`src/rtl/strassen_mm2x2_seq.sv`:
```
// Sequential 2x2 signed matrix multiplier: seven Strassen products through one multiplier.
// Define STRASSEN_SAT_EN to clamp each output element to OW bits instead of wrapping.
module strassen_mm2x2_seq #(
   parameter int DW      = 32,
   parameter int OW      = 32,
   parameter int MUL_REG = 0
) (
   input  logic            clk,
   input  logic            rst,
   input  logic            in_valid,
   output logic            in_ready,
   input  logic [4*DW-1:0] in_a,
   input  logic [4*DW-1:0] in_b,
   input  logic            in_sel,
   output logic            out_valid,
   input  logic            out_ready,
   output logic [4*OW-1:0] out_data,
   output logic            sat_flag
);

   localparam int AW = 2*DW + 4;
   localparam int PW = 2*DW + 2;

   typedef enum logic [2:0] {
      S_IDLE,
      S_MUL,
      S_DRAIN,
      S_FIN,
      S_OUT
   } state_t;

   state_t state_q, state_d;

   logic signed [DW-1:0] a11, a12, a21, a22;
   logic signed [DW-1:0] b11, b12, b21, b22;
   logic                 sel_q;
   logic [2:0]           idx_q;
   logic [2:0]           idx_last;

   logic signed [AW-1:0] acc11, acc12, acc21, acc22;
   logic signed [AW-1:0] d11, d12, d21, d22;

   logic signed [DW:0]   x, y;
   logic signed [PW-1:0] prod;
   logic signed [PW-1:0] p_q;
   logic [2:0]           pidx_q;
   logic                 pvld_q;

   logic signed [PW-1:0] acc_p;
   logic signed [AW-1:0] pe;
   logic [2:0]           acc_idx;
   logic                 acc_en;

   logic [OW-1:0]        n11, n12, n21, n22;
   logic                 s11, s12, s21, s22;
   logic [4*OW-1:0]      out_next;
   logic                 sat_next;
   logic [4*OW-1:0]      out_q;
   logic                 sat_q;

   logic                 accept;

`ifdef STRASSEN_SAT_EN
   localparam logic signed [AW-1:0] OMAX = {{(AW-OW+1){1'b0}}, {(OW-1){1'b1}}};
   localparam logic signed [AW-1:0] OMIN = ~OMAX;
`endif

   function automatic logic signed [DW:0] sx(input logic signed [DW-1:0] v);
      return {v[DW-1], v};
   endfunction

   function automatic logic [OW-1:0] narrow(
      input  logic signed [AW-1:0] v,
      output logic                 sat
   );
`ifdef STRASSEN_SAT_EN
      if (v > OMAX) begin
         sat = 1'b1;
         return OMAX[OW-1:0];
      end else if (v < OMIN) begin
         sat = 1'b1;
         return OMIN[OW-1:0];
      end else begin
         sat = 1'b0;
         return v[OW-1:0];
      end
`else
      sat = 1'b0;
      return v[OW-1:0];
`endif
   endfunction

   assign in_ready  = (state_q == S_IDLE) && !rst;
   assign accept    = in_valid && in_ready;
   assign out_valid = (state_q == S_OUT);
   assign out_data  = out_q;
   assign sat_flag  = sat_q;
   assign idx_last  = sel_q ? 3'd4 : 3'd6;

   // Pre-sum operand pair for product idx_q
   always_comb begin
      x = '0;
      y = '0;
      unique case (idx_q)
         3'd0: begin x = sx(a11) + sx(a22); y = sx(b11) + sx(b22); end
         3'd1: begin x = sx(a21) + sx(a22); y = sx(b11);           end
         3'd2: begin x = sx(a11);           y = sx(b12) - sx(b22); end
         3'd3: begin x = sx(a22);           y = sx(b21) - sx(b11); end
         3'd4: begin x = sx(a11) + sx(a12); y = sx(b22);           end
         3'd5: begin x = sx(a21) - sx(a11); y = sx(b11) + sx(b12); end
         3'd6: begin x = sx(a12) - sx(a22); y = sx(b21) + sx(b22); end
         default: ;
      endcase
   end

   assign prod = PW'(x) * PW'(y);

   always_comb begin
      if (MUL_REG != 0) begin
         acc_p   = p_q;
         acc_idx = pidx_q;
         acc_en  = pvld_q;
      end else begin
         acc_p   = prod;
         acc_idx = idx_q;
         acc_en  = (state_q == S_MUL);
      end
   end

   assign pe = AW'(acc_p);

   // Signed contribution of each product to the four result elements
   always_comb begin
      d11 = '0;
      d12 = '0;
      d21 = '0;
      d22 = '0;
      unique case (acc_idx)
         3'd0: begin d11 = pe;  d22 = pe;  end
         3'd1: begin d21 = pe;  d22 = -pe; end
         3'd2: begin d12 = pe;  d22 = pe;  end
         3'd3: begin d11 = pe;  d21 = pe;  end
         3'd4: begin d11 = -pe; d12 = pe;  end
         3'd5: begin d22 = pe;             end
         3'd6: begin d11 = pe;             end
         default: ;
      endcase
   end

   always_comb begin
      s11 = 1'b0;
      s12 = 1'b0;
      s21 = 1'b0;
      s22 = 1'b0;
      n11 = narrow(acc11, s11);
      n12 = narrow(acc12, s12);
      n21 = narrow(acc21, s21);
      n22 = narrow(acc22, s22);
      if (sel_q) begin
         n11 = '0;
         n22 = '0;
         s11 = 1'b0;
         s22 = 1'b0;
      end
      out_next = {n22, n21, n12, n11};
      sat_next = s11 | s12 | s21 | s22;
   end

   always_ff @(posedge clk) begin
      if (rst) state_q <= S_IDLE;
      else     state_q <= state_d;
   end

   always_comb begin
      state_d = state_q;
      unique case (state_q)
         S_IDLE:  if (accept) state_d = S_MUL;
         S_MUL: begin
            if (idx_q == idx_last)
               state_d = (MUL_REG != 0) ? S_DRAIN : S_FIN;
         end
         S_DRAIN: state_d = S_FIN;
         S_FIN:   state_d = S_OUT;
         S_OUT:   if (out_ready) state_d = S_IDLE;
         default: state_d = S_IDLE;
      endcase
   end

   always_ff @(posedge clk) begin
      if (rst) begin
         a11    <= '0;
         a12    <= '0;
         a21    <= '0;
         a22    <= '0;
         b11    <= '0;
         b12    <= '0;
         b21    <= '0;
         b22    <= '0;
         sel_q  <= 1'b0;
         idx_q  <= '0;
         acc11  <= '0;
         acc12  <= '0;
         acc21  <= '0;
         acc22  <= '0;
         p_q    <= '0;
         pidx_q <= '0;
         pvld_q <= 1'b0;
         out_q  <= '0;
         sat_q  <= 1'b0;
      end else begin
         p_q    <= prod;
         pidx_q <= idx_q;
         pvld_q <= (MUL_REG != 0) && (state_q == S_MUL);
         if (acc_en) begin
            acc11 <= acc11 + d11;
            acc12 <= acc12 + d12;
            acc21 <= acc21 + d21;
            acc22 <= acc22 + d22;
         end
         unique case (state_q)
            S_IDLE: begin
               if (accept) begin
                  a11   <= in_a[DW-1:0];
                  a12   <= in_a[2*DW-1:DW];
                  a21   <= in_a[3*DW-1:2*DW];
                  a22   <= in_a[4*DW-1:3*DW];
                  b11   <= in_b[DW-1:0];
                  b12   <= in_b[2*DW-1:DW];
                  b21   <= in_b[3*DW-1:2*DW];
                  b22   <= in_b[4*DW-1:3*DW];
                  sel_q <= in_sel;
                  idx_q <= in_sel ? 3'd1 : 3'd0;
                  acc11 <= '0;
                  acc12 <= '0;
                  acc21 <= '0;
                  acc22 <= '0;
               end
            end
            S_MUL: idx_q <= idx_q + 3'd1;
            S_FIN: begin
               out_q <= out_next;
               sat_q <= sat_next;
            end
            default: ;
         endcase
      end
   end

endmodule
```
`config.mk`:
```
export PLATFORM = sky130hd
export DESIGN_NAME = strassen_mm2x2_seq
export DESIGN_NICKNAME = d
export VERILOG_FILES = /design/src/rtl/strassen_mm2x2_seq.sv
export SDC_FILE = /design/constraint.sdc
export NUM_CORES = 2
export LEC_CHECK = 0
export ABC_AREA = 0
export ABC_CLOCK_PERIOD_IN_PS = 27700
export BUFFER_PORTS_ARGS = -buffer_cell sky130_fd_sc_hd__buf_2
export CAP_MARGIN = 0
export CELL_PAD_IN_SITES_DETAIL_PLACEMENT = 0
export CELL_PAD_IN_SITES_GLOBAL_PLACEMENT = 1
export CORE_MARGIN = 2
export CORE_UTILIZATION = 30
export DETAILED_ROUTE_END_ITERATION = 6
export PLACE_DENSITY = 0.58
export SLEW_MARGIN = 25
export SYNTH_ARGS = -nofsm -noshare
export SYNTH_HDL_FRONTEND = slang
export SYNTH_SLANG_ARGS = --single-unit
```
`constraint.sdc`:
```
create_clock -name clk -period 27.7 [get_ports clk]
set_input_delay 2.77 -clock clk [delete_from_list [all_inputs] [get_ports clk]]
set_output_delay 2.77 -clock clk [all_outputs]
set_load 0.03 [all_outputs]
```
==> metrics.md <==
| Metric | Value |
|---|---|
| Clk_lat worst skew | 0.74 ns |
| Fin crit share | 0.578 |
| Hpwl dp | 170 mm |
| Vias after detailed routing | 50864 |
| Wire length on met3 | 11.0 mm |
| Final setup viols | 0 |
| H-tree levels | 3 |
| Root buf cell | clkbuf_16 |
| Post-layout nets | 8540 |
| First-pass GRT wire length | 322 mm |
| Post-CTS Resized | 0 |
| Hold_sp | out_data[107] |
| Crit Reg-Reg Startpoint | acc_idx[0] |
| WL met1 | 97.4 mm |
| Synth unique cells | 95 |
| WP data required | 28.35 ns |
| Synth Register Bits | 519 |
| Mapped Cells | 7225 |
| DIE AREA | 189000 µm² |
| Max cap viols | 0 |
| Buffer count from post-CTS setup fixing | 0 |
| Layout cells sized above 1 | 0.101 |
| Clk sinks | 519 |
| Multi-input logic area | 41400 µm² |
| Chip width | 434 µm |
| Number of global-route vias before repair | 50711 |
| Post-synth ARST share | 0 |
| Failing checks | design-rule violations |
| WL final | 216 mm |
| Status | finished with violations |
| Reg2Reg Depth | 57 |
| Seq/Total Area, Yosys | 0.187 |
| Mapped Nets | 8376 |
| Post-synth top flop | dfxtp_1 |
| CP Launch Type | flop |
| Area contributors post-synth | dfxtp_1, fa_1, ha_1, nand2_1, a21oi_1 |
| Register area | 10400 µm² |
| Drt drc | 1 |
| Tmin final | 16.00 ns |
| Hold Path Cell Cnt | 2 |
| Arrival time at the worst endpoint | 16.65 ns |
| RSZ-0062 raised after global routing | false |
| R2r setup slk | 11.70 ns |
| Drt first pass iters | 7 |
| Worst Skew | 0.0368 ns |
| Reg2reg end | acc22[31] |
| Cell taking the most area after synthesis | dfxtp_1 |
| Hold_buf cts | 0 |
| Final hold viol count | 0 |
| Post-synthesis cell area | 55500 µm² |
| Core ar. | 183000 µm² |
| CTS Buf Count | 68 |
| Worst-margin pin slew | 1.07 ns |
| Rows | 157 |
| CP Class | flop to flop |
| CP max FO | 70 |
| Relative slew slack | 0.278 |
| Fmax | 62.5 MHz |
| Largest stage delay, worst path | 0.70 ns |
| Port bufs | 390 |
| Initial cell density of the core | 0.303 |
| Clock-pin slew on the worst setup and hold paths | 0.06 ns |
| Avg Vias per Cell | 5.13 |
| Post-synth EDFFs | 0 |
| Most common cell on crit path | fa_1 |
| Final number of max-transition violations | 0 |
| CP max-delay cell | or2_1 |
| CTS tree | yes |
| Fill cells | 19959 |
| Hold EP | out_data[107] |
| Remaining antenna violation count | 0 |
| I/O pin count | 392 |
| Syn Area/Cell | 7.69 µm² |
| Die Y | 434 µm |
| GPL Wtd Cong | 0.906 |
| Maximum root-to-sink buffer count | 3 |
| DRC marker count from the first detailed-route iteration | 3573 |
| Worst setup EP type | flop |
| Largest net degree at the start of global routing | 102 |
| Synth warnings | 0 |
| Setup TNS | 0 ns |
| Worst hold-check path type | flop to flop |
| Synthesis-to-layout area growth | 12.3% |
| WL/cell | 21.8 µm |
| Uppermost routed layer | met5 |
| Grt total ovfl | 0 |
| Top-area cell type share of the netlist area | 0.187 |
| Total track usage | 0.226 |
| Met2 Wirelength | 99.2 mm |
| Initial antenna violation count | 6 |
## kinds of logic after synthesis
family / share of synthesized area
multiplexers: 0.0114
AO/OA/AOI/OAI: 0.162
XOR/XNOR: 0.0699
other: 0.0000675
AND/OR/NAND/NOR: 0.241
adder cells (fa/ha/maj): 0.257
buffers and inverters: 0.0718
flip-flops: 0.187
## worst max path at each step
stage                           end  slack [ns]        from
after detailed placement  acc22[31]       11.77  acc_idx[0]
after global placement    acc22[31]       12.10  acc_idx[0]
after global routing      acc22[31]       10.50  acc_idx[0]
after CTS                 acc22[31]       11.65  acc_idx[0]
final                     acc22[31]       11.70  acc_idx[0]
after floorplan           acc22[31]       13.94  acc_idx[0]
## cell type report
cell class	instances	area share
Clock inverter	31	0.00682
Antenna cell	3	0.000120
Multi-Input combinational cell	5651	0.664
Inverter	666	0.0401
Clock buffer	93	0.0306
Sequential cell	519	0.167
Timing Repair Buffer	483	0.0426
Tap cell	2464	0.0494
## layout by cell type, fill, tap and decap left out, drive strengths merged, types with 21 or more instances in the layout
| master | n |
|---|---|
| xor2 | 143 |
| buf | 483 |
| and2 | 57 |
| clkbuf | 93 |
| nor2b | 41 |
| nand4 | 31 |
| mux2 | 35 |
| a21oi | 530 |
| nand2b | 95 |
| and3 | 38 |
| a21o | 101 |
| xnor2 | 281 |
| dfxtp | 519 |
| inv | 670 |
| or2 | 57 |
| o21bai | 63 |
| nand2 | 1278 |
| nor2 | 599 |
| a211oi | 51 |
| nand3b | 295 |
| o211ai | 21 |
| a222oi | 30 |
| ha | 471 |
| o21a | 30 |
| o21ai | 258 |
| nand3 | 82 |
| a22oi | 24 |
| a31oi | 45 |
| or3 | 73 |
| o22ai | 51 |
| o31ai | 66 |
| nor4 | 33 |
| mux2i | 24 |
| fa | 419 |
| nor3 | 98 |
## state kept, by name (all words and copies together) (netlist names), 32 cells and up
| name | cells |
|---|---|
| acc22 | 32 |
| b11 | 32 |
| a21 | 32 |
| acc12 | 32 |
| b21 | 32 |
| a22 | 32 |
| acc11 | 32 |
| a12 | 32 |
| b22 | 32 |
| acc21 | 32 |
| b12 | 32 |
| out_data | 128 |
| a11 | 32 |
## synthesized netlist by cell type (47+ instances only)
cell type / n
nand2_1: 1277
inv_1: 665
nor2_1: 599
a21oi_1: 530
dfxtp_1: 519
ha_1: 471
fa_1: 419
clkbuf_1: 363
nand3b_1: 295
xnor2_1: 280
o21ai_0: 241
xor2_1: 143
a21o_1: 101
nor3_1: 97
nand2b_1: 95
nand3_1: 82
or3_1: 72
o31ai_1: 66
o21bai_1: 63
and2_1: 57
or2_2: 53
o22ai_1: 50
a211oi_1: 47
## critical path, delay by kind of cell, from the launching register on
family                   cells  cell delay (ns)
adder cells (fa/ha/maj)     13             5.57
AO/OA/AOI/OAI               19             4.37
AND/OR/NAND/NOR             15             3.67
buffers and inverters        7             0.98
XOR/XNOR                     3             0.80
flip-flops                   1             0.45
## metrics by stage
step / hold WS, ns / instance area, µm² / util / setup WS (ns) / std cells
2_1_floorplan: 0.437 / 55500 / - / 13.94 / 7225
3_3_place_gp: 0.437 / 60000 / 0.327 / 12.10 / 9782
3_5_place_dp: 0.442 / 60000 / 0.327 / 11.77 / 9783
4_1_cts: 0.447 / 62300 / 0.340 / 11.65 / 9907
5_1_grt: 0.461 / 62300 / 0.340 / 10.50 / 9908
6_report: 0.444 / 62400 / 0.340 / 11.70 / 9910
## layer usage
| layer | vias up | GRT usage |
|---|---|---|
| met5 | - | 0 |
| met4 | 2 | 0.0867 |
| met3 | 267 | 0.0311 |
| met2 | 1343 | 0.369 |
| met1 | 24644 | 0.301 |
| li1 | 24608 | - |
Power is left out: the tool's default activity adds up to more than one toggle a clock period on the data nets, which glitch-free logic cannot reach.
